`src/rtl/vpu_alu_minmax_tree_pkg.sv`:
```
// Shared types and helpers for the VPU min/max reduction unit.
package vpu_alu_minmax_tree_pkg;

    typedef enum logic [1:0] {
        MAX_U = 2'b00,
        MAX_S = 2'b01,
        MIN_U = 2'b10,
        MIN_S = 2'b11
    } minmax_op_t;

    function automatic int minmax_lat(int n);
        return $clog2(n);
    endfunction

    // Entries left at tree level lvl when an odd entry is forwarded unpaired.
    function automatic int level_count(int n, int lvl);
        int c;
        c = n;
        for (int i = 0; i < lvl; i++) begin
            c = (c + 1) / 2;
        end
        return c;
    endfunction

endpackage

```
`src/rtl/vpu_minmax_cmp.sv`:
```
// Two-input compare-select: invalid entries never win, ties keep the lower-index input a.
module vpu_minmax_cmp
    import vpu_alu_minmax_tree_pkg::*;
#(
    parameter int W     = 32,
    parameter int IDX_W = 2
) (
    input  logic [1:0]       mode,
    input  logic             a_v,
    input  logic [IDX_W-1:0] a_idx,
    input  logic [W-1:0]     a_val,
    input  logic             b_v,
    input  logic [IDX_W-1:0] b_idx,
    input  logic [W-1:0]     b_val,
    output logic             out_v,
    output logic [IDX_W-1:0] out_idx,
    output logic [W-1:0]     out_val
);

    minmax_op_t op;
    logic       b_better;
    logic       pick_b;

    assign op = minmax_op_t'(mode);

    always_comb begin
        b_better = 1'b0;
        case (op)
            MAX_U:   b_better = b_val > a_val;
            MAX_S:   b_better = $signed(b_val) > $signed(a_val);
            MIN_U:   b_better = b_val < a_val;
            MIN_S:   b_better = $signed(b_val) < $signed(a_val);
            default: b_better = 1'b0;
        endcase
    end

    assign pick_b  = b_v && (!a_v || b_better);
    assign out_v   = a_v || b_v;
    assign out_idx = pick_b ? b_idx : a_idx;
    assign out_val = pick_b ? b_val : a_val;

endmodule

```
`src/rtl/vpu_alu_minmax_tree.sv`:
```
// N-source min/max reduction with arg-index, pipelined as one register per compare-tree level.
module vpu_alu_minmax_tree
    import vpu_alu_minmax_tree_pkg::*;
#(
    parameter int OPCODE_WIDTH  = 32,
    parameter int SRC_CNT       = 4,
    parameter int MAX_DELAY_LG2 = 4
) (
    input  logic                              clk,
    input  logic                              rst,
    input  logic [MAX_DELAY_LG2-1:0]          delay_i,
    input  logic [1:0]                        mode_i,
    input  logic [SRC_CNT*OPCODE_WIDTH-1:0]   op_i,
    input  logic [SRC_CNT-1:0]                op_valid,
    input  logic                              start_i,
    output logic [OPCODE_WIDTH-1:0]           result_o,
    output logic [$clog2(SRC_CNT)-1:0]        idx_o,
    output logic                              empty_o,
    output logic                              valid_o,
    output logic                              done_o
);

    localparam int W     = OPCODE_WIDTH;
    localparam int LAT   = minmax_lat(SRC_CNT);
    localparam int IDX_W = $clog2(SRC_CNT);

    logic [1:0]               mode_q;
    logic [MAX_DELAY_LG2-1:0] delay_cnt;
    logic                     fin_v;
    logic [IDX_W-1:0]         fin_idx;
    logic [W-1:0]             fin_val;

    always_ff @(posedge clk) begin
        if (rst) begin
            mode_q <= '0;
        end else if (start_i) begin
            mode_q <= mode_i;
        end
    end

    // Level 0 holds the masked operands; levels 1..LAT-1 are tree registers; level LAT feeds the outputs.
    for (genvar l = 0; l <= LAT; l++) begin : g_lvl
        localparam int CNT  = level_count(SRC_CNT, l);
        localparam int PCNT = (l == 0) ? SRC_CNT : level_count(SRC_CNT, l - 1);

        for (genvar e = 0; e < CNT; e++) begin : g_ent
            logic             c_v;
            logic [IDX_W-1:0] c_idx;
            logic [W-1:0]     c_val;

            if (l == 0) begin : g_src
                assign c_v   = op_valid[e];
                assign c_idx = IDX_W'(e);
                assign c_val = op_valid[e] ? op_i[e*W +: W] : '0;
            end else if (2 * e + 1 < PCNT) begin : g_pair
                vpu_minmax_cmp #(
                    .W     (W),
                    .IDX_W (IDX_W)
                ) u_cmp (
                    .mode    (mode_q),
                    .a_v     (g_lvl[l-1].g_ent[2*e].g_reg.r_v),
                    .a_idx   (g_lvl[l-1].g_ent[2*e].g_reg.r_idx),
                    .a_val   (g_lvl[l-1].g_ent[2*e].g_reg.r_val),
                    .b_v     (g_lvl[l-1].g_ent[2*e+1].g_reg.r_v),
                    .b_idx   (g_lvl[l-1].g_ent[2*e+1].g_reg.r_idx),
                    .b_val   (g_lvl[l-1].g_ent[2*e+1].g_reg.r_val),
                    .out_v   (c_v),
                    .out_idx (c_idx),
                    .out_val (c_val)
                );
            end else begin : g_pass
                assign c_v   = g_lvl[l-1].g_ent[2*e].g_reg.r_v;
                assign c_idx = g_lvl[l-1].g_ent[2*e].g_reg.r_idx;
                assign c_val = g_lvl[l-1].g_ent[2*e].g_reg.r_val;
            end

            if (l < LAT) begin : g_reg
                logic             r_v;
                logic [IDX_W-1:0] r_idx;
                logic [W-1:0]     r_val;

                always_ff @(posedge clk) begin
                    if (rst) begin
                        r_v   <= 1'b0;
                        r_idx <= '0;
                        r_val <= '0;
                    end else if (start_i || (l != 0)) begin
                        r_v   <= c_v;
                        r_idx <= c_idx;
                        r_val <= c_val;
                    end
                end
            end
        end

        // Stage occupancy: a new start flushes everything behind stage 0.
        if (l < LAT) begin : g_stage
            logic sv;
            if (l == 0) begin : g_first
                always_ff @(posedge clk) begin
                    if (rst) begin
                        sv <= 1'b0;
                    end else begin
                        sv <= start_i;
                    end
                end
            end else begin : g_next
                always_ff @(posedge clk) begin
                    if (rst || start_i) begin
                        sv <= 1'b0;
                    end else begin
                        sv <= g_lvl[l-1].g_stage.sv;
                    end
                end
            end
        end
    end

    assign fin_v   = g_lvl[LAT].g_ent[0].c_v;
    assign fin_idx = g_lvl[LAT].g_ent[0].c_idx;
    assign fin_val = g_lvl[LAT].g_ent[0].c_val;

    always_ff @(posedge clk) begin
        if (rst) begin
            result_o <= '0;
            idx_o    <= '0;
            empty_o  <= 1'b0;
            valid_o  <= 1'b0;
        end else if (start_i) begin
            valid_o  <= 1'b0;
        end else if (g_lvl[LAT-1].g_stage.sv) begin
            result_o <= fin_v ? fin_val : '0;
            idx_o    <= fin_v ? fin_idx : '0;
            empty_o  <= !fin_v;
            valid_o  <= 1'b1;
        end
    end

    always_ff @(posedge clk) begin
        if (rst) begin
            delay_cnt <= '0;
        end else if (start_i) begin
            delay_cnt <= delay_i;
        end else if (delay_cnt != '0) begin
            delay_cnt <= delay_cnt - 1'b1;
        end
    end

    assign done_o = valid_o && (delay_cnt == '0);

endmodule

```
`config.mk`:
```
export PLATFORM = sky130hd
export DESIGN_NAME = vpu_alu_minmax_tree
export DESIGN_NICKNAME = d
export VERILOG_FILES = /design/src/rtl/vpu_alu_minmax_tree_pkg.sv /design/src/rtl/vpu_minmax_cmp.sv /design/src/rtl/vpu_alu_minmax_tree.sv
export SDC_FILE = /design/constraint.sdc
export NUM_CORES = 1
export LEC_CHECK = 0
export BUFFER_PORTS_ARGS = -buffer_cell sky130_fd_sc_hd__buf_2
export CAP_MARGIN = 25
export CORE_MARGIN = 2
export CORE_UTILIZATION = 45
export DETAILED_ROUTE_END_ITERATION = 16
export MAX_ROUTING_LAYER = met4
export PLACE_DENSITY = 0.68
export SLEW_MARGIN = 10
export SYNTH_ARGS = -nofsm -noshare
export SYNTH_HDL_FRONTEND = slang
export SYNTH_SLANG_ARGS = --single-unit
```
`constraint.sdc`:
```
create_clock -name clk -period 3.5 [get_ports clk]
set_input_delay 0.7 -clock clk [delete_from_list [all_inputs] [get_ports clk]]
set_output_delay 0.7 -clock clk [all_outputs]
set_load 0.01 [all_outputs]
```
======== Yosys cells after proc, flatten, opt, wreduce, memory -nomap -nowiden ========
Cells that the tools add are included.
Widths: inputs -> output; s select.
cells by class
  add/subtract/negate cells ............... 1
  magnitude comparators ................... 12
  equal/unequal tests ..................... 3
  multiplexer cells ....................... 16
  bitwise gates (word level) .............. 3
  reduce and logical (&&, ||, !) cells .... 23
operator list
  operator             count
  $mux 32              8
  $gt 32x32->1         6
  $lt 32x32->1         6
  $pmux 1 s4           3
  $mux 4               2
  $logic_or 1x1->1     7
  $mux 2               3
  $reduce_or 2->1      3
  $eq 2x2->1 const B   2
  $logic_and 1x1->1    4
  $logic_not 1->1      4
  $logic_not 4->1      1
  $reduce_bool 4->1    1
  $sub 4x1->4 const B  1
  $not 1->1            3
  $eq 2x1->1 const B   1
  $logic_not 2->1      1
  $reduce_and 2->1     1
  $reduce_bool 2->1    1
word-level totals
  bits in registers ....................... 248
  input port bits ......................... 141
  output and inout bits ................... 37

======== Depth between registers and ports, before layout ========
  word-level depth ........................ 6
  mapped depth ............................ 12
  mapped depth without buffers ............ 10

======== By module ========
From an unflattened synthesis, not the netlist that was laid out.
second synthesis, totals
  cell total of the unflattened synthesis .. 1137
  area total of the unflattened synthesis .. 11817.6 um^2
by module, submodules not included
  module               times used  cells each  area an instance (um^2)
  vpu_alu_minmax_tree  1           651         7561.0
  vpu_minmax_cmp       3           162         1418.9

======== Least setup slack after synthesis ========
Ideal clock, no wire load.
  path kind ............................... register to register
  start ................................... register g_lvl[0].g_ent[2].g_reg.r_val[13]
  end ..................................... register g_lvl[1].g_ent[1].g_reg.r_val[0]
  setup time .............................. 0.128 ns
  arrival time ............................ 2.569 ns
  required time ........................... 3.372 ns
  path slack .............................. 0.803 ns
  cell stages (with the launch flop) ...... 13
  path buffers ............................ 2
  period minus slack after synthesis ...... 2.697 ns
  path through ............................ dfxtp_1 inv_1 ha_1 a21o_1 a21o_1 a22o_1 o41a_1 o31ai_1 or3b_1 buf_6 buf_12 mux2i_1 nor2_1
between the ends
  cells in the longest elaborated chain, start to end .. 5
ends and longest elaborated chain
  what                                        RTL line                   RTL
  start: declaration                          vpu_alu_minmax_tree.sv:80  logic [W-1:0] r_val;
  start signal: assignment                    vpu_alu_minmax_tree.sv:90  r_val <= c_val;
  $lt 32x32->1, or another cell as far along  vpu_minmax_cmp.sv:32       MIN_S: b_better = $signed(b_val) < $signed(a_val);
  $pmux 1 s4 (*)                              vpu_minmax_cmp.sv:28       case (op)
  $logic_or 1x1->1 (*)                        vpu_minmax_cmp.sv:37       assign pick_b = b_v && (!a_v || b_better);
  $logic_and 1x1->1 (*)                       vpu_minmax_cmp.sv:37
  $mux 32 (*)                                 vpu_minmax_cmp.sv:40       assign out_val = pick_b ? b_val : a_val;
  end signal: assignment                      vpu_alu_minmax_tree.sv:90
  end: declaration                            vpu_alu_minmax_tree.sv:80
Every way passes the cells marked *; elsewhere a longest branch is shown, timed or not.
A chain may end at the register's enable or synchronous reset.

======== Worst setup path in the final report ========
  start ................................... register g_lvl[0].g_ent[0].g_reg.r_val[14]
  end ..................................... register g_lvl[1].g_ent[0].g_reg.r_val[22]
between the ends
  cells in the longest elaborated chain, start to end .. 5
ends and longest elaborated chain
  what                                        RTL line
  start: declaration                          vpu_alu_minmax_tree.sv:80
  start signal: assignment                    vpu_alu_minmax_tree.sv:90
  $lt 32x32->1, or another cell as far along  vpu_minmax_cmp.sv:32
  $pmux 1 s4 (*)                              vpu_minmax_cmp.sv:28
  $logic_or 1x1->1 (*)                        vpu_minmax_cmp.sv:37
  $logic_and 1x1->1 (*)                       vpu_minmax_cmp.sv:37
  $mux 32 (*)                                 vpu_minmax_cmp.sv:40
  end signal: assignment                      vpu_alu_minmax_tree.sv:90
  end: declaration                            vpu_alu_minmax_tree.sv:80
Marked as above.

==> results.py <==
metrics = {
    "power": {
        "switchingPower_mw": 1.57,
        "ir_drop_mv": 0.347,
        "power_frac_seq": 0.460,
        "internal_power_mw": 4.92,
        "pwr-share-clk": 0.436,
        "total_power_mw": 6.49,
        "leakagePower_nw": 5.89,
        "combPwrFrac": 0.105,
        "p_sw_frac": 0.241,
        "powerDensity_nw_per_um2": 499,
    },
    "cts": {
        "post_cts_buffers": 0,
        "cts.hold.buffers_added": 0,
        "htreeDepth": 1,
        "insertion_delay_ns": 0.53,
        "clk_pin_slew_worst_paths_ns": 0.06,
        "cts_made_buffers": 27,
        "cts-root-buf": "clkbuf_16",
        "clk_path_buf_depth": 3,
        "tritoncts": "yes",
        "cts_num_sinks": 246,
    },
    "place": {
        "portBuffers": 177,
        "place_area_um2": 12100,
        "place.gp.congestion": 0.829,
        "dpl.hpwl_um": 19000,
        "place_inst": 1544,
    },
    "drt": {
        "routed_via_density": 5.21,
        "first_iter_violations": 481,
        "wl_per_cell_um": 16.7,
        "dr.pass1.iters": 5,
        "dr_total_vias": 8308,
        "antenna_left": 0,
        "drt_wl_total_um": 26700,
        "drc": 0,
    },
    "synth": {
        "synth_flop_cell": "dfxtp_1",
        "synth.net_count": 1326,
        "synth.avg_cell_area_um2": 10.1,
        "yosysUniqueCellTypes": 54,
        "synth_edf_count": 0,
        "ys_warn_count": 0,
        "synth_seq_cells": 246,
        "yosysSeqAreaShare": 0.447,
        "postSynth.asyncResetShare": 0,
        "syn_area_um2": 11000,
        "syn-instance-count": 1087,
    },
    "sta": {
        "worst_slew_pin_slew_ns": 0.855,
        "skew_ns": 0.0112,
        "clock.fmax_mhz": 309,
        "fin_crit_sh": 0.924,
        "drv_slew": 0,
        "hold_violations": 0,
        "rsz0062_at_grt": "no",
        "fin_crit_ns": 3.23,
        "finalSetupTns_ns": 0,
        "setup_viol": 0,
        "max_slew_margin": 0.429,
    },
    "global_route": {
        "grt_max_degree": 69,
        "overflow": 0,
        "grt_pass1_vias": 8127,
        "grt_antenna_before_repair": 0,
        "grt_pass1_wl_um": 42400,
        "grt_use_total": 0.209,
    },
    "layout": {
        "fin_cells": 1594,
        "design_area_um2": 13000,
        "final_layout_size_suffix_gt1_frac": 0.193,
        "layout.nets": 1488,
        "syn2layout_area_growth_pct": 18.1,
        "fillCellCount": 2167,
        "seq_area_um2": 4920,
        "multi_input_area_um2": 5400,
    },
    "critical_path": {
        "critPathKind": "reg -> reg",
        "crit_path_end_kind": "flip-flop",
        "cp_max_fo": 17,
        "critPathArrivalTime_ns": 3.65,
        "startpoint_type": "flip-flop",
        "worstPathRequired_ns": 3.92,
    },
    "floorplan": {
        "num_rows": 57,
        "fp.dieH_um": 160,
        "io_pins": 178,
        "initial_utilization": 0.456,
        "coreArea_um2": 24200,
        "die_x_um": 160,
        "die-area_um2": 25800,
    },
    "worst_hold_path": {
        "hold_class": "in -> reg",
    },
    "run_status": {
        "outcome": "complete, no violations",
    },
    "flow_run": {
        "drv_cap": 0,
    },
}
-- cell usage after synthesis (3+ instances only) --
| cell | instances | area, um2 |
|---|---|---|
| buf_6 | 5 | 56.3 |
| and4_1 | 5 | 43.8 |
| nand2b_1 | 70 | 438 |
| inv_1 | 102 | 383 |
| a221o_1 | 34 | 340 |
| and2_1 | 40 | 250 |
| a211oi_1 | 3 | 22.5 |
| a22o_1 | 129 | 1130 |
| nor2_1 | 65 | 244 |
| nor2b_1 | 6 | 37.5 |
| ha_1 | 98 | 1230 |
| nand2_1 | 22 | 82.6 |
| nand3_1 | 7 | 35.0 |
| nor3_1 | 6 | 30.0 |
| buf_1 | 3 | 11.3 |
| dfxtp_1 | 246 | 4920 |
| o21ai_0 | 10 | 50.1 |
| buf_2 | 3 | 15.0 |
| a21oi_1 | 43 | 215 |
| buf_12 | 3 | 60.1 |
| mux2i_1 | 68 | 681 |
| nand4_1 | 19 | 119 |
| a21o_1 | 12 | 90.1 |
| clkbuf_1 | 42 | 158 |
-- state kept, by name, indices dropped and copies added, names as in the netlist --
name,cells
g_lvl.g_ent.g_reg.r_v,6
delay_cnt,4
idx_o,2
valid_o,1
g_lvl.g_ent.g_reg.r_idx,4
mode_q,2
g_lvl.g_stage.sv,2
g_lvl.g_ent.g_reg.r_val,192
result_o,32
empty_o,1
-- cell type report --
| cell class | count | area share |
|---|---|---|
| Antenna cell | 1 | 0.000192 |
| Clock buffer | 36 | 0.0568 |
| Clock inverter | 13 | 0.0112 |
| Inverter | 102 | 0.0294 |
| Multi-Input combinational cell | 679 | 0.415 |
| Sequential cell | 246 | 0.378 |
| Tap cell | 324 | 0.0311 |
| Timing Repair Buffer | 193 | 0.0783 |
-- cells by family after synthesis --
family / Yosys count / share of synthesized area
AOI/OAI and AO/OA: 258 / 0.188
muxes: 68 / 0.0618
buffers and inverters: 162 / 0.0650
DFF: 246 / 0.447
and+or+nand+nor: 253 / 0.125
adders and majority gates: 98 / 0.111
xor gates and xnor gates: 2 / 0.00159
-- per-stage QoR --
step,hold WS (ns),util,setup slack (ns)
floorplan,0.406,-,0.803
global placement,0.408,0.501,0.151
detailed placement,0.420,0.501,0.165
CTS,0.354,0.538,0.139
global route,0.361,0.538,0.0634
finish,0.378,0.538,0.266
-- cells in the final DEF, fill, tap and decap left out, drive strengths merged, types with 3 or more instances in the layout --
| cell | synthesis | routed |
|---|---|---|
| a211oi | 3 | 3 |
| inv | 102 | 103 |
| nor4 | 3 | 3 |
| nand4 | 19 | 19 |
| o21ai | 12 | 12 |
| and4 | 5 | 5 |
| nor2 | 65 | 65 |
| ha | 98 | 98 |
| a22o | 129 | 129 |
| a21o | 12 | 12 |
| bufinv | 0 | 3 |
| a221o | 34 | 34 |
| nand2b | 70 | 70 |
| a21oi | 43 | 43 |
| mux2i | 68 | 68 |
| nor3 | 6 | 6 |
| clkinv | 0 | 8 |
| and2 | 40 | 40 |
| nor2b | 6 | 6 |
| nand3 | 7 | 7 |
| nand2 | 22 | 22 |
| clkbuf | 42 | 36 |
| dfxtp | 246 | 246 |
| buf | 16 | 193 |
-- worst max-delay path: stages, from the launching register on --
cell and delay [ns]:
dfxtp_1 0.37, inv_1 0.06, ha_1 0.33, a21oi_1 0.15
a21boi_0 0.10, a2111oi_0 0.50, a31oi_2 0.21, a211o_1 0.32
nand4_1 0.08, or3b_2 0.46, buf_4 0.24, mux2i_1 0.29
-- routing by layer --
metal  track usage  wire (um)  vias up
met5             -          0        -
met4        0.0512        599        0
met3        0.0269       1270       33
met2         0.312      11300      202
met1         0.301      13500     3860
li1              -          -     4213
-- power by group through the flow --
stage	Combinational, mW	Sequential (mW)	Clock [mW]
final	0.679	2.98	2.83
after global routing	0.764	2.99	2.99
after CTS	0.684	2.98	2.87
after detailed placement	0.679	3.04	0
after global placement	0.669	3.04	0
after floorplan	0.492	3.01	0
-- what timing repair did --
item,CTS,global route
gates resized for setup,0,1
hold endpoints to repair,0,0
endpoints found under the setup margin,0,2
-- final timing paths --
| kind | from | endpoint | slack, ns | cells after the start |
|---|---|---|---|---|
| hold reg to reg | g_lvl[0].g_stage.sv | g_lvl[1].g_stage.sv | 0.43 | 1 |
| hold / removal | op_i[9] | g_lvl[0].g_ent[0].g_reg.r_val[9] | 0.38 | 2 |
| setup reg to reg | g_lvl[0].g_ent[0].g_reg.r_val[14] | g_lvl[1].g_ent[0].g_reg.r_val[22] | 0.27 | 11 |
| setup / recovery | g_lvl[0].g_ent[0].g_reg.r_val[14] | g_lvl[1].g_ent[0].g_reg.r_val[22] | 0.27 | 11 |
No activity file was read; power rests on OpenSTA's default activity.
